**config.mk**
```make
export PLATFORM = sky130hd
export DESIGN_NAME = fifo_word_packer_flat
export DESIGN_NICKNAME = d
export VERILOG_FILES = /design/src/rtl/fifo_pkg.sv /design/src/rtl/fifo_word_packer_if.sv /design/src/rtl/fifo_word_packer_idle_timer.sv /design/src/rtl/fifo_word_packer.sv /design/src/flat_wrapper.sv
export SDC_FILE = /design/constraint.sdc
export NUM_CORES = 1
export LEC_CHECK = 0
export ABC_AREA = 1
export ABC_CLOCK_PERIOD_IN_PS = 2800
export BUFFER_PORTS_ARGS = -buffer_cell sky130_fd_sc_hd__buf_2
export CAP_MARGIN = 10
export CORE_UTILIZATION = 30
export DETAILED_ROUTE_END_ITERATION = 10
export GPL_ROUTABILITY_DRIVEN = 0
export PLACE_DENSITY_LB_ADDON = 0.05
export REMOVE_ABC_BUFFERS = 1
export SYNTH_ARGS = -nofsm -noshare
export SYNTH_HDL_FRONTEND = slang
export SYNTH_HIERARCHICAL = 1
export SYNTH_SLANG_ARGS = --single-unit
```
**constraint.sdc**
```tcl
create_clock -name r_clk -period 2.8 [get_ports r_clk]
set_input_delay 0.56 -clock r_clk [delete_from_list [all_inputs] [get_ports r_clk]]
set_output_delay 0.56 -clock r_clk [all_outputs]
set_load 0.02 [all_outputs]
```
**src/rtl/fifo_pkg.sv**
```systemverilog
// Shared constants and types for the FIFO read-side word packer.
//   WORD_BYTES   - bytes per packed output word (fixed at 4)
//   TIMEOUT_DEF  - default idle cycles before a partial word is flushed
//   MAX_INFLIGHT - most read requests that may be outstanding at once
//   state_e      - packer FSM encoding (FILL, EMIT)
//   KEEP_TABLE   - byte-keep mask indexed by the number of bytes held
package fifo_pkg;

  localparam int unsigned WORD_BYTES   = 4;
  localparam int unsigned TIMEOUT_DEF  = 16;
  localparam int unsigned MAX_INFLIGHT = 2;

  typedef enum logic [0:0] {
    FILL = 1'b0,
    EMIT = 1'b1
  } state_e;

  // Entry n has the low n bits set; entry 0 is never emitted but keeps the table total.
  localparam logic [4:0][3:0] KEEP_TABLE = {4'b1111, 4'b0111, 4'b0011, 4'b0001, 4'b0000};

endpackage

```
**src/rtl/fifo_word_packer_if.sv**
```systemverilog
// Bundle of the FIFO read port and the packed-word output stream.
//   FIFO side  : empty, ren, rdata, rvalid
//   Control    : flush
//   Out stream : out_data, out_keep, out_valid, out_ready, words_sent
//   Optional   : out_parity when PACKER_PARITY_EN is defined
// Modport master is the packer's view; slave is the view of the FIFO plus downstream sink.
interface fifo_word_packer_if #(
  parameter int unsigned CNT_W = 16
) ();

  logic             empty;
  logic             ren;
  logic [7:0]       rdata;
  logic             rvalid;
  logic             flush;
  logic [31:0]      out_data;
  logic [3:0]       out_keep;
  logic             out_valid;
  logic             out_ready;
  logic [CNT_W-1:0] words_sent;
`ifdef PACKER_PARITY_EN
  logic [3:0]       out_parity;
`endif

  modport master (
    input  empty, rdata, rvalid, flush, out_ready,
`ifdef PACKER_PARITY_EN
    output out_parity,
`endif
    output ren, out_data, out_keep, out_valid, words_sent
  );

  modport slave (
    output empty, rdata, rvalid, flush, out_ready,
`ifdef PACKER_PARITY_EN
    input  out_parity,
`endif
    input  ren, out_data, out_keep, out_valid, words_sent
  );

endinterface

```
**src/rtl/fifo_word_packer_idle_timer.sv**
```systemverilog
// pack_idle_timer: counts idle cycles while a partial word waits and raises timeout
// once TIMEOUT cycles have elapsed. timeout stays high until clear so a flush that is
// blocked by a busy output is not lost.
//   r_clk   - read-domain clock
//   rst     - asynchronous active-high reset
//   enable  - count this cycle
//   clear   - restart from zero (byte received or word emitted)
//   timeout - idle limit reached
module pack_idle_timer #(
  parameter int unsigned TIMEOUT = 16
) (
  input  logic r_clk,
  input  logic rst,
  input  logic enable,
  input  logic clear,
  output logic timeout
);

  logic [7:0] cnt_q, cnt_d;

  always_comb begin
    cnt_d = cnt_q;
    if (clear) begin
      cnt_d = 8'd0;
    end else if (enable && (cnt_q != 8'(TIMEOUT))) begin
      cnt_d = cnt_q + 8'd1;
    end
  end

  assign timeout = (cnt_q == 8'(TIMEOUT));

  always_ff @(posedge r_clk or posedge rst) begin
    if (rst) begin
      cnt_q <= 8'd0;
    end else begin
      cnt_q <= cnt_d;
    end
  end

endmodule

```
**src/rtl/fifo_word_packer.sv**
```systemverilog
// fifo_word_packer: drains bytes from the async FIFO read port and packs them
// little-endian into 32-bit words with a contiguous byte-keep mask. Partial words go
// out on an idle timeout or a flush request. Everything runs on r_clk.
//   r_clk, rst        - read clock, asynchronous active-high reset
//   bus.empty/ren     - FIFO flag and registered read request
//   bus.rdata/rvalid  - read data, valid one cycle after an accepted request
//   bus.flush         - emit the current partial word
//   bus.out_*         - valid/ready word stream; words_sent counts accepted words
// Build option PACKER_PARITY_EN adds bus.out_parity (even parity per lane, 0 if unused).
module fifo_word_packer #(
  parameter int unsigned WORD_BYTES = fifo_pkg::WORD_BYTES,
  parameter int unsigned TIMEOUT    = fifo_pkg::TIMEOUT_DEF,
  parameter int unsigned CNT_W      = 16
) (
  input logic                r_clk,
  input logic                rst,
  fifo_word_packer_if.master bus
);

  import fifo_pkg::*;

  state_e           state_q, state_d;
  logic [31:0]      pack_q, pack_d;
  logic [2:0]       byte_cnt_q, byte_cnt_d;
  logic [1:0]       inflight_q, inflight_d;
  logic             ren_q, ren_d;
  logic             flush_pend_q, flush_pend_d;
  logic [31:0]      out_data_q, out_data_d;
  logic [3:0]       out_keep_q, out_keep_d;
  logic             out_valid_q, out_valid_d;
  logic [CNT_W-1:0] words_sent_q, words_sent_d;
`ifdef PACKER_PARITY_EN
  logic [3:0]       out_parity_q, out_parity_d;
`endif

  logic       accepted, out_fire, out_free, fire, timeout, idle_en, do_emit;
  logic [3:0] committed;

  pack_idle_timer #(
    .TIMEOUT (TIMEOUT)
  ) u_idle_timer (
    .r_clk   (r_clk),
    .rst     (rst),
    .enable  (idle_en),
    .clear   (bus.rvalid | do_emit),
    .timeout (timeout)
  );

  assign idle_en = (state_q == FILL) & (byte_cnt_q != 3'd0) & (inflight_q == 2'd0) & ~bus.rvalid;

  always_comb begin
    accepted     = ren_q & ~bus.empty;
    out_fire     = out_valid_q & bus.out_ready;
    out_free     = ~out_valid_q | bus.out_ready;
    state_d      = state_q;
    pack_d       = pack_q;
    byte_cnt_d   = byte_cnt_q;
    out_data_d   = out_data_q;
    out_keep_d   = out_keep_q;
    out_valid_d  = out_valid_q;
    words_sent_d = words_sent_q;
    do_emit      = 1'b0;
`ifdef PACKER_PARITY_EN
    out_parity_d = out_parity_q;
`endif
    inflight_d   = inflight_q + {1'b0, accepted} - {1'b0, bus.rvalid};
    // A flush seen while bytes are still in flight stays pending until they land.
    flush_pend_d = flush_pend_q | (bus.flush & (byte_cnt_q != 3'd0));
    fire         = (flush_pend_d | timeout) & (byte_cnt_q != 3'd0) & (inflight_q == 2'd0);

    if (out_fire) begin
      out_valid_d  = 1'b0;
      words_sent_d = words_sent_q + 1'b1;
    end

    unique case (state_q)
      FILL: begin
        if (bus.rvalid) begin
          pack_d[{byte_cnt_q[1:0], 3'b000} +: 8] = bus.rdata;
          byte_cnt_d = byte_cnt_q + 3'd1;
        end
        if (((byte_cnt_d == 3'(WORD_BYTES)) | fire) & out_free) begin
          state_d = EMIT;
        end
      end
      EMIT: begin
        // Output register is known free here: entry into EMIT required it.
        do_emit      = 1'b1;
        out_valid_d  = 1'b1;
        out_keep_d   = KEEP_TABLE[byte_cnt_q];
        flush_pend_d = 1'b0;
        for (int i = 0; i < 4; i++) begin
          out_data_d[8*i +: 8] = out_keep_d[i] ? pack_q[8*i +: 8] : 8'h00;
`ifdef PACKER_PARITY_EN
          out_parity_d[i] = out_keep_d[i] & (^pack_q[8*i +: 8]);
`endif
        end
        // A byte landing now starts the next word in lane 0.
        if (bus.rvalid) begin
          pack_d[7:0] = bus.rdata;
        end
        byte_cnt_d = {2'b00, bus.rvalid};
        state_d    = FILL;
      end
      default: state_d = FILL;
    endcase

    // Only request when the returning byte is guaranteed a free lane.
    committed = {1'b0, byte_cnt_d} + {2'b00, inflight_d};
    ren_d     = ~bus.empty & (committed < 4'(WORD_BYTES)) & (inflight_d < 2'(MAX_INFLIGHT));
  end

  always_ff @(posedge r_clk or posedge rst) begin
    if (rst) begin
      state_q      <= FILL;
      pack_q       <= 32'd0;
      byte_cnt_q   <= 3'd0;
      inflight_q   <= 2'd0;
      ren_q        <= 1'b0;
      flush_pend_q <= 1'b0;
      out_data_q   <= 32'd0;
      out_keep_q   <= 4'd0;
      out_valid_q  <= 1'b0;
      words_sent_q <= '0;
`ifdef PACKER_PARITY_EN
      out_parity_q <= 4'd0;
`endif
    end else begin
      state_q      <= state_d;
      pack_q       <= pack_d;
      byte_cnt_q   <= byte_cnt_d;
      inflight_q   <= inflight_d;
      ren_q        <= ren_d;
      flush_pend_q <= flush_pend_d;
      out_data_q   <= out_data_d;
      out_keep_q   <= out_keep_d;
      out_valid_q  <= out_valid_d;
      words_sent_q <= words_sent_d;
`ifdef PACKER_PARITY_EN
      out_parity_q <= out_parity_d;
`endif
    end
  end

  assign bus.ren        = ren_q;
  assign bus.out_data   = out_data_q;
  assign bus.out_keep   = out_keep_q;
  assign bus.out_valid  = out_valid_q;
  assign bus.words_sent = words_sent_q;
`ifdef PACKER_PARITY_EN
  assign bus.out_parity = out_parity_q;
`endif

endmodule
```
**src/flat_wrapper.sv**
```systemverilog
// flat-port wrapper written by rule: the top's interface ports become plain ports
module fifo_word_packer_flat import fifo_pkg::*;
#(
  parameter int unsigned WORD_BYTES = fifo_pkg::WORD_BYTES,
  parameter int unsigned TIMEOUT    = fifo_pkg::TIMEOUT_DEF,
  parameter int unsigned CNT_W      = 16
)
  (r_clk, rst, bus_empty, bus_rdata, bus_rvalid, bus_flush, bus_out_ready, bus_ren, bus_out_data, bus_out_keep, bus_out_valid, bus_words_sent);
  fifo_word_packer_if #(.CNT_W(CNT_W)) bus_i ();
  input logic r_clk;
  input logic rst;
  input wire logic [$bits(bus_i.empty)-1:0] bus_empty;
  input wire logic [$bits(bus_i.rdata)-1:0] bus_rdata;
  input wire logic [$bits(bus_i.rvalid)-1:0] bus_rvalid;
  input wire logic [$bits(bus_i.flush)-1:0] bus_flush;
  input wire logic [$bits(bus_i.out_ready)-1:0] bus_out_ready;
  output wire logic [$bits(bus_i.ren)-1:0] bus_ren;
  output wire logic [$bits(bus_i.out_data)-1:0] bus_out_data;
  output wire logic [$bits(bus_i.out_keep)-1:0] bus_out_keep;
  output wire logic [$bits(bus_i.out_valid)-1:0] bus_out_valid;
  output wire logic [$bits(bus_i.words_sent)-1:0] bus_words_sent;
  assign bus_i.empty = bus_empty;
  assign bus_i.rdata = bus_rdata;
  assign bus_i.rvalid = bus_rvalid;
  assign bus_i.flush = bus_flush;
  assign bus_i.out_ready = bus_out_ready;
  assign bus_ren = bus_i.ren;
  assign bus_out_data = bus_i.out_data;
  assign bus_out_keep = bus_i.out_keep;
  assign bus_out_valid = bus_i.out_valid;
  assign bus_words_sent = bus_i.words_sent;
  fifo_word_packer #(.WORD_BYTES(WORD_BYTES), .TIMEOUT(TIMEOUT), .CNT_W(CNT_W)) u_core (.r_clk(r_clk), .rst(rst), .bus(bus_i));
endmodule
```
==> impl_summary.log <==
INFO  metric clkLatencyLatePin = 0.34 ns
INFO  metric initial_drc_count = 148
INFO  metric num_antenna_cells = 0
INFO  metric max_slew.worst_pin.slew = 0.7116 ns
INFO  metric hold_buffers = 0
INFO  metric clock_tree.htree_level_count = 3
INFO  metric die_outline_width = 124.2 um
INFO  metric grt_overflow = 0
INFO  metric number_of_antenna_violations_at_the_first_check_in_global_routing = 0
INFO  metric worst-endpoint-required = 3.06 ns
INFO  metric clock_tree.root_cell = sky130_fd_sc_hd__clkbuf_16
INFO  metric synthesis.instances = 480
INFO  metric detailed_place_hpwl = 7.241 mm
INFO  metric post_cts_buffers = 0
INFO  metric postRouteWirelength = 10.45 mm
INFO  metric cts.repair.resized = 0
INFO  metric status = finished clean
INFO  metric pin_count = 68
INFO  metric die-area = 15420 um^2
INFO  metric synth_seq_cells = 101
INFO  metric syn_area_per_cell = 9.332 um^2
INFO  metric grt_first_pass_wirelength = 17.27 mm
INFO  metric drv_cap = 0
INFO  metric timing.critical_path.to_type = register
INFO  metric place.port_buffers = 67
INFO  metric drtAntennaViolNets = 0
INFO  metric start_util = 30.82%
INFO  metric finalCoreUtilization = 36.45%
INFO  metric grt_use_total = 14.97%
INFO  metric dr_total_vias = 3306
INFO  metric detailedRoute.firstPassIterationCount = 4
INFO  metric yosys_warnings = 6
INFO  metric floorplan.rows = 44
INFO  metric clock_skew = 0.004270 ns
INFO  metric coreArea = 14530 um^2
INFO  metric tritoncts_num_sinks = 101
INFO  metric numCtsBuffers = 9
INFO  metric cellPowerDensity = 990.9 nW/um^2
INFO  metric hold_viol = 0
INFO  metric layout_setup_ws = 0.5961 ns
INFO  metric residual_drc_count = 0
INFO  metric vias_per_cell = 4.468
INFO  metric power.total = 5.249 mW
INFO  metric part_of_the_yosys_area_used_for_sequential_elements = 56.42%
INFO  metric fp.dieH = 124.2 um
INFO  metric groute.layer.met2.usage = 22.10%
INFO  metric arrival_time_reported_for_the_critical_path_endpoint = 2.46 ns
INFO  metric met3_usage = 3.114%
INFO  metric crit-reg2reg-launch = u_core/byte_cnt_q[0]
INFO  metric drive_above_1_share = 18.88%
INFO  metric timing_worst_setup_path_type = reg -> reg
INFO  metric timing.final.setup_violations = 0
INFO  metric layout.cells.most_common_list = sky130_fd_sc_hd__nand2_1, sky130_fd_sc_hd__dfrtp_1, sky130_fd_sc_hd__inv_1
INFO  metric cts.path.max_buffers = 2
INFO  metric vias_in_the_first_global_route = 3248
INFO  metric rrSetupSlack = 0.60 ns
INFO  metric layout.cells.non_filler = 740
INFO  metric worst_hold_slack = 0.2029 ns
INFO  metric nNetsFinal = 578
INFO  metric mappedNetlistArea = 4479 um^2
INFO  metric grt_start_max_net_pins = 49
INFO  metric worstRegToRegCells = 7
INFO  metric timing.critical_path.from_type = register
INFO  metric timing_max_transition_violations_final = 0
INFO  metric setup_tns = 0 ns
INFO  metric crit_path_max_fanout = 14
INFO  metric globalRouteMet1Util = 20.78%
INFO  metric area_growth = 18.27%
INFO  metric final_area = 5298 um^2
INFO  metric rsz0062_at_grt = no
INFO  metric dpl_worst_slack = 0.6094 ns
INFO  metric regToRegEndpoint = u_core/pack_q[6]
INFO  metric gr-max-usage-layer = met2
INFO  metric post_drt_wl_per_cell = 14.12 um
INFO  metric worst_setup_hold_path_clk_slew = 0.06 ns
INFO  metric worstHoldPathType = in -> async
INFO  metric synthDistinctLibCells = 28
INFO  metric timing.final.crit_share = 78.71%
INFO  metric min_period = 2.204 ns
INFO  metric fmaxAchievable = 0.4538 GHz
INFO  metric place_inst = 724
INFO  metric timing.slew.headroom = 52.24%
INFO  metric placed_area = 5025 um^2
INFO  metric vdd.ir_drop.worst = 0.0003812 V
INFO  metric leakagePower = 2.691 nW
INFO  metric tritoncts = done
worst max-delay path by stage:
stage / startpoint / to / depth (start not counted)
after floorplan: rst / u_core/bus.out_data[0] / 1
after global placement: bus_rvalid / u_core/bus.ren / 12
after detailed placement: bus_rvalid / u_core/bus.ren / 12
after CTS: u_core/byte_cnt_q[0] / u_core/pack_q[6] / 7
after global routing: u_core/byte_cnt_q[0] / u_core/pack_q[6] / 7
final: u_core/byte_cnt_q[0] / u_core/pack_q[6] / 7
layout make-up:
cell class / count / area (um^2)
fill: 1538 / 9236
timing repair buffer: 70 / 370.4
sequential: 101 / 2527
clock inverter: 1 / 5.005
tap: 184 / 230.2
multi-input combinational: 295 / 1617
inverter: 74 / 280.3
clock buffer: 15 / 267.8
sequential cells by signal (all words and copies together) (netlist names):
signal	count
u_core/u_idle_timer/cnt_q	8
u_core/bus.out_keep	4
u_core/byte_cnt_q	3
u_core/bus.out_data	32
u_core/flush_pend_q	1
u_core/state_q	1
u_core/bus.ren	1
u_core/bus.out_valid	1
u_core/inflight_q	2
u_core/pack_q	32
u_core/bus.words_sent	16
metal layers:
metal,wire length (um),vias up,share of wire [%]
met5,0,-,0
li1,-,1683,-
met2,4655,46,45
met3,383,17,3.7
met1,5167,1560,49
met4,241,0,2.3
power by group:
group	switching (mW)	leakage (nW)	internal [mW]
registers	0.260	1.36	1.94
clock network	0.525	0.134	0.652
logic	1.27	1.20	0.596
worst max-delay path, cell delays in order, from the launching register on:
cell,delay [ns]
sky130_fd_sc_hd__dfrtp_1,0.64
sky130_fd_sc_hd__inv_1,0.18
sky130_fd_sc_hd__ha_1,0.36
sky130_fd_sc_hd__inv_1,0.14
sky130_fd_sc_hd__nand3_1,0.09
sky130_fd_sc_hd__o21ai_1,0.43
sky130_fd_sc_hd__nand3_1,0.16
sky130_fd_sc_hd__o21ai_0,0.12
cell usage after synthesis, drive strengths merged:
master | instances | area share, %
a21oi | 3 | 0.59
xor2 | 10 | 2.0
dfrtp | 101 | 56
o21bai | 2 | 0.34
nand2 | 105 | 9.1
nand4 | 12 | 1.7
o22ai | 16 | 2.2
nand3b | 2 | 0.34
nand3 | 34 | 3.8
clkbuf | 4 | 0.34
or2 | 2 | 0.28
o21ai | 57 | 7.0
nor3 | 3 | 0.34
xnor2 | 7 | 1.4
ha | 13 | 3.6
inv | 74 | 6.2
buf | 6 | 0.95
nor2 | 29 | 3.4
kinds of logic after synthesis:
family	after synthesis	synth area share (%)
and+or+nand+nor	187	18.94
AOI/OAI and AO/OA	78	10.20
xor gates and xnor gates	17	3.324
adders and majority gates	13	3.631
DFF	101	56.42
buffers and inverters	84	7.486
(Power assumes the default switching activity.)
